File: config.mk
export PLATFORM = sky130hd
export DESIGN_NAME = renode_input_event_encoder
export DESIGN_NICKNAME = d
export VERILOG_FILES = /design/src/rtl/renode_pkg.sv /design/src/rtl/renode_input_filter.sv /design/src/rtl/renode_input_event_encoder.sv
export SDC_FILE = /design/constraint.sdc
export NUM_CORES = 1
export LEC_CHECK = 0
export CAP_MARGIN = 20
export CELL_PAD_IN_SITES_DETAIL_PLACEMENT = 0
export CELL_PAD_IN_SITES_GLOBAL_PLACEMENT = 2
export CORE_MARGIN = 8
export CORE_UTILIZATION = 11
export CTS_CLUSTER_SIZE = 10
export DETAILED_ROUTE_END_ITERATION = 7
export HOLD_SLACK_MARGIN = 0.12
export PLACE_DENSITY_LB_ADDON = 0.1
export RECOVER_POWER = 25
export SETUP_SLACK_MARGIN = 0.05
export SYNTH_ARGS = -nofsm -noshare
export SYNTH_HDL_FRONTEND = slang
export SYNTH_SLANG_ARGS = --single-unit
File: constraint.sdc
create_clock -name clk -period 1.18 [get_ports clk]
set_clock_uncertainty 0.15 [all_clocks]
set_input_delay 0.118 -clock clk [delete_from_list [all_inputs] [get_ports clk]]
set_output_delay 0.118 -clock clk [all_outputs]
set_load 0.05 [all_outputs]
File: src/rtl/renode_pkg.sv
// Shared co-simulation types for the Renode bridge blocks.
package renode_pkg;

    // Renode message address field.
    typedef logic [63:0] address_t;

    // One GPIO change record as seen by the message sender.
    typedef struct packed {
        address_t address;
        bit       value;
    } gpio_event_t;

endpackage

File: src/rtl/renode_input_filter.sv
// One-bit debounce: the filtered value follows the raw line only after the
// raw line has disagreed with it for StableCycles consecutive cycles.
module renode_input_filter #(
    parameter int StableCycles = 1
) (
    input  logic i_clk,
    input  logic i_rst,
    input  logic i_raw,
    output logic o_filtered
);

    localparam int CntW = ($clog2(StableCycles + 1) > 1) ? $clog2(StableCycles + 1) : 1;

    logic            r_filtered;
    logic [CntW-1:0] r_cnt;

    // Count consecutive disagreement cycles; any agreement restarts the count.
    always_ff @(posedge i_clk) begin
        if (i_rst) begin
            r_filtered <= 1'b0;
            r_cnt      <= '0;
        end else if (i_raw == r_filtered) begin
            r_cnt <= '0;
        end else if (r_cnt + CntW'(1) == CntW'(StableCycles)) begin
            r_filtered <= i_raw;
            r_cnt      <= '0;
        end else begin
            r_cnt <= r_cnt + CntW'(1);
        end
    end

    assign o_filtered = r_filtered;

endmodule

File: src/rtl/renode_input_event_encoder.sv
// Debounces a vector of GPIO lines and emits one (index, value) record per
// filtered change over valid/ready. Changes are tracked as a pending mask
// (filtered vs last launched), so a line that flips back before launch is
// coalesced away.
module renode_input_event_encoder
    import renode_pkg::*;
#(
    parameter int InputsCount  = 1,
    parameter int StableCycles = 1
) (
    input  logic                   clk,
    input  logic                   rst,
    input  logic [InputsCount-1:0] inputs,
    input  logic                   enable,
    output logic                   event_valid,
    input  logic                   event_ready,
    output address_t               event_address,
    output logic                   event_value
);

    localparam int PtrW = (InputsCount > 1) ? $clog2(InputsCount) : 1;

    logic [InputsCount-1:0] w_filt;
    logic [InputsCount-1:0] w_pend;
    logic [InputsCount-1:0] r_last;
    logic [PtrW-1:0]        r_rr_ptr;
    logic [PtrW-1:0]        w_sel;
    logic [PtrW-1:0]        w_next_ptr;
    logic                   w_found;
    logic                   w_free;
    logic                   w_launch;
    logic                   r_valid;
    address_t               r_address;
    logic                   r_value;

    genvar gi;
    generate
        for (gi = 0; gi < InputsCount; gi++) begin : g_filt
            renode_input_filter #(
                .StableCycles(StableCycles)
            ) u_filt (
                .i_clk     (clk),
                .i_rst     (rst),
                .i_raw     (inputs[gi]),
                .o_filtered(w_filt[gi])
            );
        end
    endgenerate

    assign w_pend = w_filt ^ r_last;

    // Round-robin pick: first pending index at or above rr_ptr, wrapping.
    always_comb begin
        int idx;
        idx     = 0;
        w_found = 1'b0;
        w_sel   = '0;
        for (int k = 0; k < InputsCount; k++) begin
            idx = int'(r_rr_ptr) + k;
            if (idx >= InputsCount) idx = idx - InputsCount;
            if (!w_found && w_pend[idx]) begin
                w_found = 1'b1;
                w_sel   = PtrW'(idx);
            end
        end
    end

    assign w_next_ptr = (w_sel == PtrW'(InputsCount - 1)) ? '0 : w_sel + PtrW'(1);
    // Ready only opens the slot; the launched data never depends on it.
    assign w_free     = !r_valid || event_ready;
    assign w_launch   = w_free && enable && w_found;

    // Output slot: load a new record when free, otherwise hold it stable.
    always_ff @(posedge clk) begin
        if (rst) begin
            r_valid   <= 1'b0;
            r_address <= '0;
            r_value   <= 1'b0;
            r_last    <= '0;
            r_rr_ptr  <= '0;
        end else if (w_launch) begin
            r_valid       <= 1'b1;
            r_address     <= address_t'(w_sel);
            r_value       <= w_filt[w_sel];
            r_last[w_sel] <= w_filt[w_sel];
            r_rr_ptr      <= w_next_ptr;
        end else if (w_free) begin
            r_valid <= 1'b0;
        end
    end

    assign event_valid   = r_valid;
    assign event_address = r_address;
    assign event_value   = r_value;

endmodule

* Word-level counts from Yosys, hierarchy flattened *
Index checks and enable logic that the tools add are counted.

word-level totals
  logic and storage cells = 31
  flip-flop bits (word level) = 6
  output and inout bits = 66
  bits of input ports = 5

cells by class
  bitwise logic cells = 1
  equal/unequal tests = 1
  reductions and logical operators = 6
  muxes and demuxes = 11
  $lt $le $gt $ge = 4
  add/subtract/negate cells = 2

operator list
  operator               number
  $lt A32 B2 Y1 const B  1
  $mux W32               1
  $mux W1                9
  $logic_and A1 B1 Y1    3
  $ge A1 B1 Y1 const B   2
  $reduce_bool A2 Y1     1
  $sub A1 B1 Y2 const B  1
  $add A1 B1 Y1 const B  1
  $bwmux W1              1
  $eq A1 B1 Y1           1
  $logic_not A1 Y1       1
  $logic_or A1 B1 Y1     1
  $lt A1 B1 Y1 const B   1
  $xor A1 B1 Y1          1

* Longest topological paths before layout *
  depth in word-level cells = 10
  depth in mapped cells = 3
  depth with buffers taken out = 3

* Cells and area by module *
Synthesis repeated with hierarchy kept, for this count alone.

unflattened totals
  cell total of the unflattened synthesis = 77
  area total of the unflattened synthesis = 614.3 µm²

by module, submodules not included
  module                      cells each  area each (µm²)  times used  sequential area each (µm²)
  renode_input_event_encoder  75          580.6            1           40.0
  renode_input_filter         2           33.8             1           20.0

* Worst setup path before layout *
Ideal clock, no wire load.

  path kind = register to register
  start = register r_valid, in the netlist event_valid
  end = register r_last
  clock period less this slack = 1.281 ns
  buffers on the path = 0
  data arrival time = 1.061 ns
  slack = -0.101 ns
  stages on the path, launching flop included = 4
  data required time = 0.960 ns
  library setup time = 0.070 ns
  cell sequence = dfxtp_1 > nor2b_1 > o21ai_0 > a21oi_1

on the way
  cells in the longest elaborated chain, start to end = 4

RTL lines
  element                           line                              text
  start, declared                   renode_input_event_encoder.sv:32  logic r_valid;
  start signal, assigned            renode_input_event_encoder.sv:76  r_valid <= 1'b0;
  start signal, assigned            renode_input_event_encoder.sv:82  r_valid <= 1'b1;
  start signal, assigned            renode_input_event_encoder.sv:88  r_valid <= 1'b0;
  $logic_not A1 Y1                  renode_input_event_encoder.sv:70  assign w_free = !r_valid || event_ready;
  $logic_or A1 B1 Y1                renode_input_event_encoder.sv:70
  $logic_and A1 B1 Y1 (2 in a row)  renode_input_event_encoder.sv:71  assign w_launch = w_free && enable && w_found;
  end signal, assigned by index     renode_input_event_encoder.sv:85  r_last[w_sel] <= w_filt[w_sel];
  end, declared                     renode_input_event_encoder.sv:25  logic [InputsCount-1:0] r_last;

No other way between the ends.
A chain may end at the register's enable or synchronous reset.

* Worst setup path after layout *
Same ends and word-level chain as after synthesis.

==> summary.txt <==
Status
  • Status: complete, no violations

Placed design
  • RD Place Congestion: 0.550
  • Post-DP HPWL: 1110 um
  • Placed cell area: 522 um2
  • Inst Count DP: 152
  • Number of I/O port buffers: 6

Clock network
  • Total CTS buffers: 3
  • Clock tree buffer depth: 2
  • CTS tree: done
  • CTS H-tree lvls: 1
  • Post-CTS setup buffers: 0
  • Clock sink count: 3
  • CTS root buf: clkbuf_8
  • Hold_buf cts: 0
  • CTS resizes: 0
  • Clk Latency, worst-skew pair: 220 ps
  • Reg clk slew, reported paths: 30 ps

Synthesis
  • Post-Syn Instances: 77
  • Register area share after synthesis: between 10% and 20%
  • #FFs+latches synth: 3
  • Syn Area/Cell: 7.73 um2
  • Top-area cell type share of the netlist area: between 80 and 90%
  • Synth area leaders: buf_4, dfxtp_1, nor2b_1
  • Area leader, netlist: buf_4
  • Syn. warnings: 0
  • Synthesized area: between 500 and 600 um2
  • Synth unique cells: 10

Layout
  • Final Cell Area: approximately 570 um2
  • Final #Nets: 92
  • Layout Cells excl Fill: approximately 160
  • P&R area growth vs syn: -4.83%
  • Most frequent cells in the layout: conb_1, clkbuf_8, clkdlybuf4s50_1
  • # diodes: 0
  • Fraction of layout cells with a size suffix above 1: 8.14%
  • Most common cell after layout, fill and taps aside: conb_1

Setup path
  • CP Launch Type: flip-flop
  • R2r setup slk: around 170 ps
  • CP required: 1170 ps
  • R2r endpoint: r_last
  • CP Launch Point: event_valid
  • Worst Reg-to-Reg Cells: 3
  • Worst Path Max Fanout: 3
  • CP endpoint kind: flip-flop
  • Reg-to-reg startpoint: event_valid
  • CP arrival: 1000 ps
  • CP Class: reg -> reg

Timing
  • Fmax: between 0.9 and 1 GHz
  • Final setup viols: 0
  • Setup_tns: 0 ps
  • Final period util: between 80% and 90%
  • RSZ-0062 raised after global routing: no
  • Tmin final: 1010 ps
  • Final Hold Fails: 0
  • Fin. max-slew vios: 0

Power and ir drop
  • Sequential power share: 12.4%
  • Comb pwr share: 54.8%
  • Internal: between 0.3 and 0.4 mW
  • Power per cell area: 1610 nW/um2
  • Net Sw Frac: 59.8%
  • Switching pwr: 0.544 mW
  • Clock network fraction of total power: 32.8%
  • LEAKAGE: 0.312 nW
  • Total power: 0.910 mW
  • Max VDD drop: 0.000180 V

Route
  • Post-route ant nets: 0
  • Drt via density: 1.81
  • DRC violations left: 0
  • DRT Pass-1 Iters: 2
  • Vias post-DR: 283
  • WL final: about 1100 um
  • First-iteration detailed-routing DRC count: 2
  • Routed len/inst: around 7.3 um

Global route
  • Gr usage total: 2.43%
  • Vias in the first global route: roughly 330
  • GRT overflow: 0
  • GRT busiest layer: met2
  • Initial antenna violation count: 0
  • M2 GR Usage: 4.68%
  • Largest net degree at the start of global routing: 4
  • Met1 usage: 1.72%
  • GR Util met3: 0.728%
  • First-pass GRT wire length: ~1500 um

Floorplanning
  • Die area: 8020 um2
  • Die height: 89.6 um
  • Row count: 26
  • Core area: 5170 um2
  • Ports: 71
  • Die W: 89.6 um
  • Starting density of the core: 11.5%

Flow run
  • Max Cap Viol: 0

Worst hold path
  • HP Class: in -> reg
  • Worst hold start: inputs
  • Hold EP: g_filt[0].u_filt.o_filtered
  • Hold path cells: 2
how the worst max path moves through the flow:
stage          cells past startpoint  endpoint
6_report                           3    r_last
3_5_place_dp                       4    r_last
4_1_cts                            3    r_last
2_1_floorplan                      3    r_last
3_3_place_gp                       4    r_last
5_1_grt                            3    r_last
area by class of cell:
class	count	area [um2]
Sequential cell	3	62.6
Multi-Input combinational cell	72	288
Timing Repair Buffer	6	80.1
Fill cell	621	4610
Inverter	1	3.75
Tap cell	70	87.6
Clock buffer	4	45.0
Yosys cell counts:
cell       n
a21oi_1    2
buf_4     64
xor2_1     1
o21ai_0    1
inv_1      1
nor2_1     1
nor2b_1    2
nand3b_1   1
conb_1     1
dfxtp_1    3
stage by stage:
stage          setup slack (ps)  hold slack [ps]  util [%]
2_1_floorplan              66.8             29.7         -
3_3_place_gp              -31.2              330      10.1
3_5_place_dp              -16.7              339      10.1
4_1_cts                     155              328      11.0
5_1_grt                    67.3              334      11.0
6_report                    175              328      11.0
metal layers:
metal  vias to the layer above  wire (um)
met5                         -          0
met1                       123        282
met4                         0         27
li1                        122          -
met3                         2        164
met2                        36        669
flip-flops by register name, summed over array words and instances (netlist names):
signal and count:
g_filt.u_filt.o_filtered 1, event_valid 1, r_last 1
worst max-delay path, stage by stage (launching register included):
cell	delay, ps
dfxtp_2	340
nor2b_1	210
o21ai_0	100
a21oi_1	140
cells by family after synthesis:
logic type	after synthesis	share of synthesized area [%]
other cells	1	0.630
compound gates	3	2.52
buf+inv	65	81.3
simple gates	4	3.99
flops	3	10.1
xor+xnor	1	1.47
power by group through the flow:
stage / clock network [mW] / logic, mW / registers (mW)
2_1_floorplan: 0 / 0.615 / 0.123
3_3_place_gp: 0 / 0.489 / 0.114
3_5_place_dp: 0 / 0.489 / 0.114
4_1_cts: 0.306 / 0.489 / 0.113
5_1_grt: 0.314 / 0.516 / 0.114
6_report: 0.299 / 0.499 / 0.113
Power figures use the tool's default switching activity.
